$ cat config.mk
export PLATFORM = sky130hd
export DESIGN_NAME = mode_arbiter
export DESIGN_NICKNAME = d
export VERILOG_FILES = /design/src/rtl/mode_arb_pkg.sv /design/src/rtl/mode_arbiter_debounce.sv /design/src/rtl/mode_arbiter.sv
export SDC_FILE = /design/constraint.sdc
export NUM_CORES = 1
export LEC_CHECK = 0
export BUFFER_PORTS_ARGS = -buffer_cell sky130_fd_sc_hd__buf_2
export CAP_MARGIN = 5
export CELL_PAD_IN_SITES_DETAIL_PLACEMENT = 0
export CELL_PAD_IN_SITES_GLOBAL_PLACEMENT = 2
export CORE_ASPECT_RATIO = 1.2
export CORE_MARGIN = 2
export CORE_UTILIZATION = 28
export DETAILED_ROUTE_END_ITERATION = 10
export PLACE_DENSITY = 0.79
export SETUP_SLACK_MARGIN = 0.2
export SKIP_LAST_GASP = 1
export SYNTH_ARGS = -nofsm -noshare
export SYNTH_HDL_FRONTEND = slang
export SYNTH_SLANG_ARGS = --single-unit
$ cat constraint.sdc
create_clock -name clk -period 2.4 [get_ports clk]
set_input_delay 0.36 -clock clk [delete_from_list [all_inputs] [get_ports clk]]
set_output_delay 0.36 -clock clk [all_outputs]
set_load 0.01 [all_outputs]
$ cat src/rtl/mode_arb_pkg.sv
// Shared types and helpers for the mode arbiter and its debounce stage.
package mode_arb_pkg;

  typedef enum logic [1:0] {
    IDLE   = 2'd0,
    SETTLE = 2'd1,
    MUTE   = 2'd2,
    ACTIVE = 2'd3
  } arb_state_e;

  localparam int NOTE_SILENT = 0;

  // True when exactly one bit of x is set; zero and multi-hot are rejected.
  function automatic logic onehot_valid(input logic [31:0] x);
    return (x != 32'd0) && ((x & (x - 32'd1)) == 32'd0);
  endfunction

  // Counter width able to reach the larger of two limits without wrapping.
  function automatic int cnt_width(input int a, input int b);
    return $clog2((a > b) ? a : b) + 1;
  endfunction

endpackage

$ cat src/rtl/mode_arbiter_debounce.sv
// Candidate register plus stability counter for the mode switch bus.
// 'load' captures a fresh candidate; while 'run' is high the counter advances
// on every cycle the bus still matches, and 'accept' pulses for one cycle once
// the candidate has held long enough.
module mode_debounce
  import mode_arb_pkg::*;
#(
  parameter int NUM_MODES     = 3,
  parameter int STABLE_CYCLES = 16,
  parameter int CNT_W         = cnt_width(STABLE_CYCLES, STABLE_CYCLES)
) (
  input  logic                 clk,
  input  logic                 reset,
  input  logic                 load,
  input  logic                 run,
  input  logic [NUM_MODES-1:0] mode,
  output logic [NUM_MODES-1:0] cand,
  output logic                 accept
);

  logic [NUM_MODES-1:0] cand_q, cand_d;
  logic [CNT_W-1:0]     cnt_q, cnt_d;
  logic                 match;
  logic                 at_limit;

  assign match    = (mode == cand_q);
  assign at_limit = (cnt_q == CNT_W'(STABLE_CYCLES - 1));
  assign accept   = run && match && at_limit;
  assign cand     = cand_q;

  // Restart on load or on any bounce; otherwise count up, saturating at the limit.
  always_comb begin
    cand_d = cand_q;
    cnt_d  = cnt_q;
    if (load || (run && !match)) begin
      cand_d = mode;
      cnt_d  = '0;
    end else if (run && !at_limit) begin
      cnt_d = cnt_q + CNT_W'(1);
    end
  end

  // Candidate and counter registers.
  always_ff @(posedge clk) begin
    if (reset) begin
      cand_q <= '0;
      cnt_q  <= '0;
    end else begin
      cand_q <= cand_d;
      cnt_q  <= cnt_d;
    end
  end

endmodule

$ cat src/rtl/mode_arbiter.sv
// Mode arbiter: picks one engine from a one-hot switch bus, debounces changes,
// inserts a muted gap with a restart pulse, and drives the shared outputs
// through a registered slice mux.
module mode_arbiter
  import mode_arb_pkg::*;
#(
  parameter int NUM_MODES     = 3,
  parameter int NOTE_W        = 4,
  parameter int LED_W         = 7,
  parameter int NUM_W         = 4,
  parameter int OCT_W         = 2,
  parameter int STABLE_CYCLES = 16,
  parameter int MUTE_CYCLES   = 64
) (
  input  logic                        clk,
  input  logic                        reset,
  input  logic [NUM_MODES-1:0]        mode,
  input  logic [NUM_MODES*NOTE_W-1:0] note_in,
  input  logic [NUM_MODES*LED_W-1:0]  led_in,
  input  logic [NUM_MODES*NUM_W-1:0]  num_in,
  input  logic [NUM_MODES*OCT_W-1:0]  oct_in,
  output logic [NOTE_W-1:0]           note_out,
  output logic [LED_W-1:0]            led_out,
  output logic [NUM_W-1:0]            num_out,
  output logic [OCT_W-1:0]            octave_out,
  output logic [NUM_MODES-1:0]        src_enable,
  output logic [NUM_MODES-1:0]        src_restart,
  output logic [NUM_MODES-1:0]        active_mode,
  output logic                        switching
);

  localparam int CNT_W = cnt_width(STABLE_CYCLES, MUTE_CYCLES);

  arb_state_e           state_q, state_d;
  logic [CNT_W-1:0]     mute_cnt_q, mute_cnt_d;
  logic [NUM_MODES-1:0] active_q, active_d;
  logic [NUM_MODES-1:0] enable_q, enable_d;
  logic [NUM_MODES-1:0] restart_q, restart_d;
  logic                 switching_q, switching_d;
  logic [NOTE_W-1:0]    note_q, note_d, note_sel;
  logic [LED_W-1:0]     led_q, led_d, led_sel;
  logic [NUM_W-1:0]     num_q, num_d, num_sel;
  logic [OCT_W-1:0]     oct_q, oct_d, oct_sel;

  logic [NUM_MODES-1:0] cand;
  logic                 accept;
  logic                 deb_load;
  logic                 deb_run;
  logic                 live_now;
  logic                 live_next;

  assign deb_run = (state_q == SETTLE);

  mode_debounce #(
    .NUM_MODES     (NUM_MODES),
    .STABLE_CYCLES (STABLE_CYCLES),
    .CNT_W         (CNT_W)
  ) u_debounce (
    .clk    (clk),
    .reset  (reset),
    .load   (deb_load),
    .run    (deb_run),
    .mode   (mode),
    .cand   (cand),
    .accept (accept)
  );

  // AND-OR slice mux over the committed mode; an all-zero select yields zero.
  always_comb begin
    note_sel = '0;
    led_sel  = '0;
    num_sel  = '0;
    oct_sel  = '0;
    for (int i = 0; i < NUM_MODES; i++) begin
      if (active_q[i]) begin
        note_sel = note_sel | note_in[i*NOTE_W +: NOTE_W];
        led_sel  = led_sel  | led_in[i*LED_W +: LED_W];
        num_sel  = num_sel  | num_in[i*NUM_W +: NUM_W];
        oct_sel  = oct_sel  | oct_in[i*OCT_W +: OCT_W];
      end
    end
  end

  // Next-state logic: IDLE/ACTIVE watch for a new mode, SETTLE waits for the
  // debouncer's verdict, MUTE counts out the silent gap (mode input ignored).
  always_comb begin
    state_d    = state_q;
    active_d   = active_q;
    mute_cnt_d = mute_cnt_q;
    restart_d  = '0;
    deb_load   = 1'b0;
    unique case (state_q)
      IDLE, ACTIVE: begin
        if (mode != active_q) begin
          deb_load = 1'b1;
          state_d  = SETTLE;
        end
      end
      SETTLE: begin
        if (accept) begin
          if (!onehot_valid(32'(cand))) begin
            active_d = '0;
            state_d  = IDLE;
          end else if (cand == active_q) begin
            state_d = ACTIVE;
          end else begin
            state_d    = MUTE;
            mute_cnt_d = '0;
            restart_d  = cand;
          end
        end
      end
      MUTE: begin
        if (mute_cnt_q == CNT_W'(MUTE_CYCLES - 1)) begin
          state_d  = ACTIVE;
          active_d = cand;
        end else begin
          mute_cnt_d = mute_cnt_q + CNT_W'(1);
        end
      end
      default: state_d = IDLE;
    endcase
  end

  // Output values: the selected engine plays only while it is live before and
  // after this edge, so a mute or drop to IDLE silences from its first cycle.
  always_comb begin
    live_now    = (state_q == SETTLE) || (state_q == ACTIVE);
    live_next   = (state_d == SETTLE) || (state_d == ACTIVE);
    enable_d    = (state_d == MUTE) ? '0 : active_d;
    switching_d = (state_d == SETTLE) || (state_d == MUTE);
    if (live_now && live_next) begin
      note_d = note_sel;
      led_d  = led_sel;
      num_d  = num_sel;
      oct_d  = oct_sel;
    end else begin
      note_d = NOTE_W'(NOTE_SILENT);
      led_d  = '0;
      num_d  = '0;
      oct_d  = oct_q;
    end
  end

  // FSM state, counters and all registered outputs.
  always_ff @(posedge clk) begin
    if (reset) begin
      state_q     <= IDLE;
      mute_cnt_q  <= '0;
      active_q    <= '0;
      enable_q    <= '0;
      restart_q   <= '0;
      switching_q <= 1'b0;
      note_q      <= '0;
      led_q       <= '0;
      num_q       <= '0;
      oct_q       <= '0;
    end else begin
      state_q     <= state_d;
      mute_cnt_q  <= mute_cnt_d;
      active_q    <= active_d;
      enable_q    <= enable_d;
      restart_q   <= restart_d;
      switching_q <= switching_d;
      note_q      <= note_d;
      led_q       <= led_d;
      num_q       <= num_d;
      oct_q       <= oct_d;
    end
  end

  assign note_out    = note_q;
  assign led_out     = led_q;
  assign num_out     = num_q;
  assign octave_out  = oct_q;
  assign src_enable  = enable_q;
  assign src_restart = restart_q;
  assign active_mode = active_q;
  assign switching   = switching_q;

endmodule

==> summary.txt, run 1 <==
Floorplan
  • Initial Utilization: 0.285
  • Die Span Y: 103 µm
  • Num rows: 36
  • I/O pin count: 83
  • Total core area: 8020 µm²
  • Die ar.: 8910 µm²
  • Chip Width: 86.5 µm

Place
  • Final GP Congestion: 0.801
  • Detail Placement HPWL: 4630 µm
  • PortBufs: 82

Setup path
  • WP data arrival: 2.31 ns
  • Crit path largest cell delay: 0.55 ns
  • WP depth: 7
  • Crit path cell chain: inv_1, ha_4, or4_4, nor4_4, buf_4, o21ai_0, a221oi_2
  • Bufs and invs on worst path: 2
  • Delay-heaviest family, CP: simple AND/OR/NAND/NOR gates
  • Worst Path Max Fanout: 6
  • Worst r2r dst: mute_cnt_q[5]$_SDFFE_PP0P_
  • R2R Path Start: state_q[0]$_SDFF_PP0_
  • Critical path's slowest cell: or4_4
  • CP endpoint kind: register
  • Worst R2R Path Depth: 7
  • R2R setup slack: 0.30 ns
  • Type of the worst setup path: reg -> reg
  • Critical path data required time: 2.61 ns
  • Startpoint types: register

Global route
  • Global route hottest layer: met2
  • First-pass GRT wire length: 10300 µm
  • Vias in the first global route: 2169
  • Initial antenna violation count: 0
  • Largest net degree at the start of global routing: 23
  • Met2 global-route usage: 0.259
  • Total congestion overflow: 0
  • Met3 usage: 0.0312
  • Met1 Usage GRT: 0.177
  • GRT Total Usage: 0.145

Status
  • Status: completed

Finish
  • Final Util: 0.382
  • Nets: 402
  • Diode count: 0
  • Area delta synth->final: 34.0%
  • Fill cells: 842
  • Fraction of layout cells with a size suffix above 1: 0.405

Clock tree
  • Skew-Pair Late Insertion Delay: 0.30 ns
  • CTS tree: built
  • Clock Sinks: 46
  • Total CTS buffers: 5
  • Clk buf depth: 2
  • H-tree levels: 2
  • Clock transition at path regs: 0.09 ns
  • Root Buffer: clkbuf_8
  • Hold buffers post-CTS: 0

STA
  • Tmin final: 2.10 ns
  • Final Cycle Share: 0.875
  • Setup TNS: 0 ns
  • Final hold vios: 0
  • RSZ-0062 raised after global routing: true
  • Skew final: 0.00864 ns
  • Max-slew violation count: 0
  • Finish-stage setup viols: 0
  • FMAX: 476 MHz
  • Worst relative slew slack: 0.728
  • Worst Tran Pin Value: 0.406 ns

Job
  • Max-Cap Viols: 0

Synthesis
  • Area contributors post-synth: dfxtp_1, a222oi_1, nor2_1
  • Post-synth EDFFs: 0
  • Synth warn: 0
  • Syn nets: 308
  • Synth top cells by count: dfxtp_1, nor2_1, a222oi_1
  • Register bit count reported by yosys: 46
  • Register area share after synthesis: 0.403
  • Synth unique cells: 46
  • Mapped Avg Cell Area: 9.30 µm²
  • Cell area after synthesis: 2290 µm²
  • Main synth FF type: dfxtp_1
  • Gate Count Post-Synth: 246
  • Cell taking the most area after synthesis: dfxtp_1
  • Synth async-reset ratio: 0
  • Synth top area share: 0.403
  • Most frequent cell after synthesis: dfxtp_1

Route
  • 1st-iter DRT viols: 105
  • Routed Antenna Nets: 0
  • DR vias: 2177
  • 1st-pass router iterations: 4
  • WL/cell: 14.1 µm
  • Vias/cell: 4.99
  • Detailed-route DRC error count: 0
  • Final WL: 6150 µm

Worst hold path
  • Worst Hold End: note_out[1]$_SDFF_PP0_
  • Hold path depth: 3
  • Hold Crit Start: note_in[9]
  • Hold Path Class: in -> reg

Power and ir drop
  • Cell Pwr Density: 517 nW/µm²
  • Leak Pwr: 0.00129 µW
  • Peak VDD IR: 0.236 mV
## worst reg2reg max path: stages (launching register included)
cell and delay, ns:
dfxtp_4 0.39, inv_1 0.07, ha_4 0.27, or4_4 0.55, nor4_4 0.19, buf_4 0.18
o21ai_0 0.11, a221oi_2 0.26
## kinds of logic (layout without fill, tap and decap cells)
logic type	count (synthesis)	in the layout	synth area share
AO/OA/AOI/OAI	59	59	0.214
AND/OR/NAND/NOR	90	90	0.208
buffers and inverters	23	118	0.0531
adder cells (fa/ha/maj)	7	7	0.0377
multiplexers	5	5	0.0230
flip-flops	46	46	0.403
XOR/XNOR	16	16	0.0613
## sequential cells by signal (all words and copies together) (netlist names)
register          count
u_debounce.cnt_q      7
note_out              4
active_mode           3
led_out               7
switching             1
state_q               2
num_out               4
mute_cnt_q            7
src_restart           3
u_debounce.cand       3
octave_out            2
src_enable            3
## worst max-delay path by stage
| stage | slack [ns] | end | from |
|---|---|---|---|
| 2_1_floorplan | 0.35 | src_enable[0]$_SDFF_PP0_ | u_debounce.cnt_q[0]$_SDFFE_PP0P_ |
| 3_3_place_gp | 0.19 | src_enable[0]$_SDFF_PP0_ | state_q[0]$_SDFF_PP0_ |
| 3_5_place_dp | 0.13 | mute_cnt_q[3]$_SDFFE_PP0P_ | state_q[0]$_SDFF_PP0_ |
| 4_1_cts | 0.17 | mute_cnt_q[3]$_SDFFE_PP0P_ | state_q[0]$_SDFF_PP0_ |
| 5_1_grt | 0.17 | src_enable[2]$_SDFF_PP0_ | u_debounce.cand[0]$_SDFFE_PP0P_ |
| 6_report | 0.30 | mute_cnt_q[5]$_SDFFE_PP0P_ | state_q[0]$_SDFF_PP0_ |
## routing by layer
layer  up-vias  routed length, µm
met5         -                  0
met4         0                 44
met3         4                303
met2        69               3140
met1      1004               2670
li1       1100                  -
## report_power, final
part | switching [µW] | total [µW] | internal [µW]
Combinational | 112 | 212 | 99.8
Clock | 275 | 586 | 311
Sequential | 13.9 | 786 | 772
Total | 401 | 1580 | 1180
## cell usage in the layout (no fill, tap or decap), types with 5 or more instances in the layout
cell type / n
buf_2: 82
dfxtp_1: 40
nor2_1: 37
buf_4: 19
a222oi_1: 17
nand2_1: 11
o21ai_0: 10
a21oi_1: 10
xnor2_1: 9
inv_1: 8
xor2_1: 7
nand3_1: 6
nand4_1: 5
nor2b_1: 5
clkbuf_8: 5
## area by class of cell
class	instances	area, µm²	share of cell area
repair buffers	101	553	0.180
clock inverters	2	37.5	0.0122
well taps	95	119	0.0388
flip-flops and latches	46	933	0.304
multi-input cells	177	1310	0.429
inverters	9	36.3	0.0118
clock buffers	6	72.6	0.0237
## per-stage QoR
stage          total power (µW)  hold WS (ns)  worst slack (ns)  cells  instance area [µm²]
2_1_floorplan               923         0.407             0.350    246                 2290
3_3_place_gp               1000         0.432             0.191    425                 2850
3_5_place_dp               1000         0.428             0.127    425                 2850
4_1_cts                    1600         0.276             0.172    433                 2960
5_1_grt                    1670         0.289             0.173    436                 3070
6_report                   1580         0.287             0.299    436                 3070
## timing repair
item | in CTS | in global routing
gates resized for setup | 2 | 22
hold endpoints to repair | 0 | 0
buffers inserted | 0 | 3
pin swaps | 0 | 5
setup endpoints to repair | 10 | 13
(Power assumes the default switching activity.)
==> run 2, diff against run 1 <==
==> constraint.sdc (replaced) <==
create_clock -name clk -period 2.1 [get_ports clk]
set_input_delay 0.315 -clock clk [delete_from_list [all_inputs] [get_ports clk]]
set_output_delay 0.315 -clock clk [all_outputs]
set_load 0.01 [all_outputs]
==> summary.txt, run 2 (synthesis results as in run 1) <==
Status
  • Status: completed (unchanged)

Clock tree
  • Total CTS buffers: 5 (unchanged)
  • Clock Sinks: 46 (unchanged)
  • Hold buffers post-CTS: 0 (unchanged)
  • Clk buf depth: 2 (unchanged)
  • Clock transition at path regs: 0.09 ns (about the same)
  • H-tree levels: 2 (unchanged)
  • CTS tree: built (unchanged)
  • Root Buffer: clkbuf_8 (unchanged)
  • Skew-Pair Late Insertion Delay: 0.30 ns (about the same)

STA
  • RSZ-0062 raised after global routing: true (unchanged)
  • Finish-stage setup viols: 0 (unchanged)
  • FMAX: 477 MHz (was 476 MHz)
  • Final Cycle Share: 0.997 (was 0.875)
  • Tmin final: 2.09 ns (was 2.10 ns)
  • Max-slew violation count: 0 (unchanged)
  • Worst Tran Pin Value: 0.438 ns (was 0.406 ns)
  • Final hold vios: 0 (unchanged)
  • Skew final: 0.00351 ns (was 0.00864 ns)
  • Worst relative slew slack: 0.704 (was 0.728)

Finish
  • Commonest non-fill, non-tap cell in the layout: buf_2 (unchanged)
  • Most frequent cells in the layout: buf_2, buf_4, dfxtp_1 (was buf_2, dfxtp_1, nor2_1)
  • Diode count: 0 (unchanged)
  • Fraction of layout cells with a size suffix above 1: 0.518 (was 0.405)
  • Nets: 428 (was 402)
  • Area delta synth->final: 49.5% (was 34.0%)
  • Fill cells: 816 (was 842)
  • Final Cell Area: 3420 µm² (was 3070 µm²)

Global route
  • Total congestion overflow: 0 (unchanged)
  • Initial antenna violation count: 0 (unchanged)
  • GRT Total Usage: 0.157 (was 0.145)
  • First-pass GRT wire length: 11000 µm (was 10300 µm)
  • Vias in the first global route: 2359 (was 2169)
  • Largest net degree at the start of global routing: 23 (unchanged)

Worst hold path
  • Worst Hold End: led_out[2]$_SDFF_PP0_ (was note_out[1]$_SDFF_PP0_)
  • Hold Path Class: in -> reg (unchanged)
  • Hold Crit Start: led_in[16] (was note_in[9])
  • Hold path depth: 3 (unchanged)

Setup path
  • Critical path data required time: 2.32 ns (was 2.61 ns)
  • Bufs and invs on worst path: 1 (was 2)
  • WP data arrival: 2.31 ns (about the same)
  • Worst Path Max Fanout: 9 (was 6)
  • Startpoint types: register (unchanged)
  • R2R Path Start: u_debounce.cand[2]$_SDFFE_PP0P_ (was state_q[0]$_SDFF_PP0_)
  • R2R setup slack: 0.005 ns (was 0.30 ns)
  • Type of the worst setup path: reg -> reg (unchanged)
  • Worst R2R Path Depth: 6 (was 7)
  • Critical path's slowest cell: or4_4 (unchanged)
  • Worst r2r dst: mute_cnt_q[4]$_SDFFE_PP0P_ (was mute_cnt_q[5]$_SDFFE_PP0P_)
  • Crit path largest cell delay: 0.43 ns (was 0.55 ns)
  • Delay-heaviest family, CP: simple AND/OR/NAND/NOR gates (unchanged)
  • CP endpoint kind: register (unchanged)
  • Crit path cell chain: maj3_2, or4_4, nor4_4, buf_4, o2111ai_2, a221oi_2 (was inv_1, ha_4, or4_4, nor4_4, buf_4, o21ai_0, a221oi_2)

Floorplan
  • Die Span Y: 103 µm (unchanged)
  • Num rows: 36 (unchanged)
  • Chip Width: 86.5 µm (unchanged)
  • Die ar.: 8910 µm² (unchanged)
  • Initial Utilization: 0.285 (unchanged)
  • I/O pin count: 83 (unchanged)
  • Total core area: 8020 µm² (unchanged)

Route
  • Vias/cell: 5.05 (was 4.99)
  • Routed Antenna Nets: 0 (unchanged)
  • Detailed-route DRC error count: 0 (unchanged)
  • 1st-iter DRT viols: 124 (was 105)
  • WL/cell: 14.6 µm (was 14.1 µm)
  • Final WL: 6750 µm (was 6150 µm)
  • DR vias: 2331 (was 2177)
  • 1st-pass router iterations: 6 (was 4)

Place
  • Detail Placement HPWL: 5010 µm (was 4630 µm)
  • PortBufs: 82 (unchanged)
  • Post-DP Area: 3050 µm² (was 2850 µm²)
  • Final GP Congestion: 0.795 (was 0.801)

Power and ir drop
  • Cell Pwr Density: 520 nW/µm² (was 517 nW/µm²)
  • Leak Pwr: 0.00143 µW (was 0.00129 µW)
  • Peak VDD IR: 0.311 mV (was 0.236 mV)
  • Total power: 1780 µW (was 1580 µW)

Job
  • Max-Cap Viols: 0 (unchanged)
-- run 2: routing by layer --
| layer | up-vias | wire length (µm) | track usage | part of all wire |
|---|---|---|---|---|
| li1 | 1148 | - | - | - |
| met1 | 1100 | 2680 | 0.174 | 0.40 |
| met2 | 69 | 3570 | 0.286 | 0.53 |
| met3 | 14 | 273 | 0.0280 | 0.040 |
| met4 | 0 | 221 | 0.0769 | 0.033 |
| met5 | - | 0 | 0 | 0 |
-- run 2: metrics by stage --
| stage | worst slack [ns] | TNS (ns) | hold WS [ns] | cells | util |
|---|---|---|---|---|---|
| 4_1_cts | 0.00667 | 0 | 0.238 | 460 | 0.414 |
| 2_1_floorplan | 0.0922 | 0 | 0.420 | 246 | - |
| 3_5_place_dp | -0.0542 | -0.207 | 0.446 | 443 | 0.380 |
| 6_report | 0.00543 | 0 | 0.246 | 462 | 0.426 |
| 5_1_grt | -0.0810 | -1.32 | 0.248 | 462 | 0.426 |
| 3_3_place_gp | -0.00745 | -0.00745 | 0.441 | 443 | 0.380 |
-- run 2: tightest hold or removal path: stages --
cell and delay, ns:
buf_2 0.07, a222oi_1 0.05, nor2_1 0.08
-- run 2: timing repair --
item / 4_1_cts / 5_1_grt
setup endpoints to repair: 35 / 41
pin swaps: 16 / 12
cloned: 1 / 0
buffers inserted: 8 / 2
resized for setup: 29 / 29
-- run 2: worst max-delay path by stage --
stage               slack (ns)  depth (start not counted)                          to                       startpoint
global placement        -0.007                          6  mute_cnt_q[3]$_SDFFE_PP0P_  u_debounce.cand[2]$_SDFFE_PP0P_
CTS                      0.007                          8  mute_cnt_q[0]$_SDFFE_PP0P_            state_q[0]$_SDFF_PP0_
detailed placement       -0.05                          8    src_enable[1]$_SDFF_PP0_  u_debounce.cand[0]$_SDFFE_PP0P_
finish                   0.005                          6  mute_cnt_q[4]$_SDFFE_PP0P_  u_debounce.cand[2]$_SDFFE_PP0P_
global route             -0.08                         11       led_out[6]$_SDFF_PP0_            state_q[0]$_SDFF_PP0_
floorplan                 0.09                          9    src_enable[0]$_SDFF_PP0_  u_debounce.cand[1]$_SDFFE_PP0P_
-- run 2: layout make-up --
class | instances | area [µm²] | share of cell area
multi-input cells | 177 | 1450 | 0.423
flip-flops and latches | 46 | 941 | 0.275
repair buffers | 127 | 790 | 0.231
well taps | 95 | 119 | 0.0348
clock buffers | 6 | 72.6 | 0.0212
inverters | 9 | 38.8 | 0.0113
clock inverters | 2 | 13.8 | 0.00402
-- run 2: report_power, final --
part	switching, µW	internal (µW)	leakage, µW
logic	169	180	0.00101
clock network	303	235	0.0000452
registers	11.5	881	0.000376
==> run 3, diff against run 2 <==
--- a/config.mk
+++ b/config.mk
@@ -11,9 +11,10 @@
 export CELL_PAD_IN_SITES_GLOBAL_PLACEMENT = 2
 export CORE_ASPECT_RATIO = 1.2
 export CORE_MARGIN = 2
-export CORE_UTILIZATION = 28
+export CORE_UTILIZATION = 30
+export CTS_BUF_LIST = sky130_fd_sc_hd__clkbuf_4 sky130_fd_sc_hd__clkbuf_8
 export DETAILED_ROUTE_END_ITERATION = 10
-export PLACE_DENSITY = 0.79
+export PLACE_DENSITY = 0.84
 export SETUP_SLACK_MARGIN = 0.2
 export SKIP_LAST_GASP = 1
 export SYNTH_ARGS = -nofsm -noshare
==> summary.txt, run 3 (synthesis results as in run 1) <==
Power and ir drop
  • Int Pwr: 1430 µW (was 1300 µW)
  • Sw power: 520 µW (was 483 µW)
  • Cell Pwr Density: 557 nW/µm² (was 520 nW/µm²)
  • Flop pwr share: 0.457 (was 0.501)
  • Clock group share of total power: 0.353 (was 0.303)
  • Combinational share of power: 0.190 (was 0.196)
  • Total power: 1950 µW (was 1780 µW)
  • Leak Pwr: 0.00148 µW (was 0.00143 µW)
  • Sw frac: 0.267 (was 0.272)
  • Peak VDD IR: 0.311 mV (about the same)

Clock tree
  • Total CTS buffers: 5 (unchanged)
  • CTS tree: built (unchanged)
  • Clock transition at path regs: 0.09 ns (about the same)
  • Hold buffers post-CTS: 0 (unchanged)
  • Clock Sinks: 46 (unchanged)
  • H-tree levels: 2 (unchanged)
  • Root Buffer: clkbuf_8 (unchanged)
  • Skew-Pair Late Insertion Delay: 0.31 ns (was 0.30 ns)
  • Clk buf depth: 2 (unchanged)

Setup path
  • R2R setup slack: -0.06 ns (was 0.005 ns)
  • Crit path largest cell delay: 0.34 ns (was 0.43 ns)
  • Critical path data required time: 2.35 ns (was 2.32 ns)
  • CP endpoint kind: register (unchanged)
  • Worst Path Max Fanout: 3 (was 9)
  • WP data arrival: 2.40 ns (was 2.31 ns)
  • Crit path cell chain: buf_4, buf_6, xnor2_4, and3_4, nand4_1, a311oi_2, nor2_1, ha_2, or2_4, a21oi_2 (was maj3_2, or4_4, nor4_4, buf_4, o2111ai_2, a221oi_2)
  • Bufs and invs on worst path: 2 (was 1)
  • Delay-heaviest family, CP: simple AND/OR/NAND/NOR gates (unchanged)
  • Startpoint types: register (unchanged)
  • Type of the worst setup path: reg -> reg (unchanged)
  • Critical path's slowest cell: dfxtp_2 (was or4_4)

Place
  • Detail Placement HPWL: 5080 µm (was 5010 µm)
  • Post-DP Area: 3050 µm² (about the same)
  • PortBufs: 82 (unchanged)
  • Dpl ws: -0.117 ns (was -0.0542 ns)
  • Final GP Congestion: 0.807 (was 0.795)

Floorplan
  • Num rows: 34 (was 36)
  • I/O pin count: 83 (unchanged)
  • Die ar.: 8340 µm² (was 8910 µm²)
  • Initial Utilization: 0.313 (was 0.285)
  • Die Span Y: 99.7 µm (was 103 µm)
  • Chip Width: 83.7 µm (was 86.5 µm)
  • Total core area: 7320 µm² (was 8020 µm²)

STA
  • Final hold vios: 0 (unchanged)
  • Worst Slack Setup Final: -0.0580 ns (was 0.00543 ns)
  • Max-slew violation count: 0 (unchanged)
  • Worst Tran Pin Value: 0.481 ns (was 0.438 ns)
  • Skew final: 0.00767 ns (was 0.00351 ns)
  • Final Cycle Share: 1.03 (was 0.997)
  • Worst relative slew slack: 0.679 (was 0.704)
  • FMAX: 463 MHz (was 477 MHz)
  • Finish-stage setup viols: 5 (was 0)
  • Tmin final: 2.16 ns (was 2.09 ns)
  • RSZ-0062 raised after global routing: true (unchanged)

Status
  • Status: finished with violations (was completed)
  • Failing checks: setup timing

Route
  • Final WL: 7060 µm (was 6750 µm)
  • Routed Antenna Nets: 0 (unchanged)
  • Detailed-route DRC error count: 0 (unchanged)
  • Vias/cell: 5.13 (was 5.05)
  • 1st-iter DRT viols: 155 (was 124)
  • WL/cell: 15.2 µm (was 14.6 µm)
  • DR vias: 2376 (was 2331)
  • 1st-pass router iterations: 4 (was 6)

Finish
  • Area delta synth->final: 53.1% (was 49.5%)
  • Commonest non-fill, non-tap cell in the layout: buf_2 (unchanged)
  • Final Util: 0.478 (was 0.426)
  • Fraction of layout cells with a size suffix above 1: 0.512 (was 0.518)
  • Diode count: 0 (unchanged)
  • Most frequent cells in the layout: buf_2, dfxtp_1, buf_4 (was buf_2, buf_4, dfxtp_1)
  • Fill cells: 716 (was 816)
  • Nets: 434 (was 428)
  • Final Cell Area: 3500 µm² (was 3420 µm²)

Global route
  • Vias in the first global route: 2414 (was 2359)
  • Largest net degree at the start of global routing: 23 (unchanged)
  • GRT Total Usage: 0.165 (was 0.157)
  • Total congestion overflow: 0 (unchanged)
  • Initial antenna violation count: 0 (unchanged)
  • First-pass GRT wire length: 11100 µm (was 11000 µm)

Worst hold path
  • Hold Path Class: in -> reg (unchanged)

Job
  • Max-Cap Viols: 0 (unchanged)
==> run 3: changes by cell type in the layout (fill, tap and decap cells not counted), moves of 2 or more <==
| cell | previous run | this run |
|---|---|---|
| buf_6 | 3 | 10 |
| nor2_1 | 31 | 36 |
| nor2_2 | 6 | 1 |
| clkinvlp_4 | 0 | 2 |
| xnor2_1 | 5 | 3 |
==> run 3: layer usage <==
metal	wire (µm)	share of wire	track usage	vias up
met5	0	0	0	-
met4	176	0.025	0.0658	0
met3	507	0.072	0.0448	17
met2	3520	0.50	0.293	92
met1	2860	0.40	0.188	1106
li1	-	-	-	1161
==> run 3: power by group through the flow <==
| stage | Combinational [µW] | Clock, µW | Sequential, µW |
|---|---|---|---|
| 2_1_floorplan | 157 | 0 | 909 |
| 3_3_place_gp | 279 | 0 | 913 |
| 3_5_place_dp | 282 | 0 | 914 |
| 4_1_cts | 345 | 705 | 893 |
| 5_1_grt | 398 | 734 | 893 |
| 6_report | 371 | 689 | 891 |
==> run 3: worst reg2reg max path, stage by stage (launching register included) <==
cell	delay, ns
dfxtp_2	0.34
buf_4	0.14
buf_6	0.13
xnor2_4	0.17
and3_4	0.24
nand4_1	0.12
a311oi_2	0.32
nor2_1	0.10
ha_2	0.18
or2_4	0.25
a21oi_2	0.12
==> run 3: layout make-up <==
cell class / count / area, µm² / area share
inverter: 9 / 36.3 / 0.0104
tap: 90 / 113 / 0.0322
multi-input combinational: 177 / 1440 / 0.411
clock inverter: 3 / 45.0 / 0.0129
sequential: 46 / 937 / 0.268
clock buffer: 5 / 68.8 / 0.0197
timing repair buffer: 133 / 861 / 0.246
==> run 3: what timing repair did <==
item | in CTS | in global routing
endpoints found under the setup margin | 28 | 31
cloned | 0 | 1
gates resized for setup | 37 | 16
pin swaps | 13 | 6
setup buffers | 12 | 3
==> run 3: path summary, 6_finish.rpt <==
path                                                      start                         end  depth (start not counted)
worst max-delay path            u_debounce.cand[1]$_SDFFE_PP0P_    src_enable[0]$_SDFF_PP0_                         10
worst min-delay path                                  num_in[9]       num_out[1]$_SDFF_PP0_                          3
worst max register to register  u_debounce.cand[1]$_SDFFE_PP0P_    src_enable[0]$_SDFF_PP0_                         10
worst min register to register       mute_cnt_q[6]$_SDFFE_PP0P_  mute_cnt_q[6]$_SDFFE_PP0P_                          2
==> run 3: metrics by stage <==
| step | hold WS [ns] | std cells | setup TNS (ns) |
|---|---|---|---|
| after floorplan | 0.420 | 246 | 0 |
| after global placement | 0.446 | 439 | 0 |
| after detailed placement | 0.446 | 439 | -0.378 |
| after CTS | 0.224 | 459 | 0 |
| after global routing | 0.243 | 463 | -1.17 |
| final | 0.236 | 463 | -0.167 |
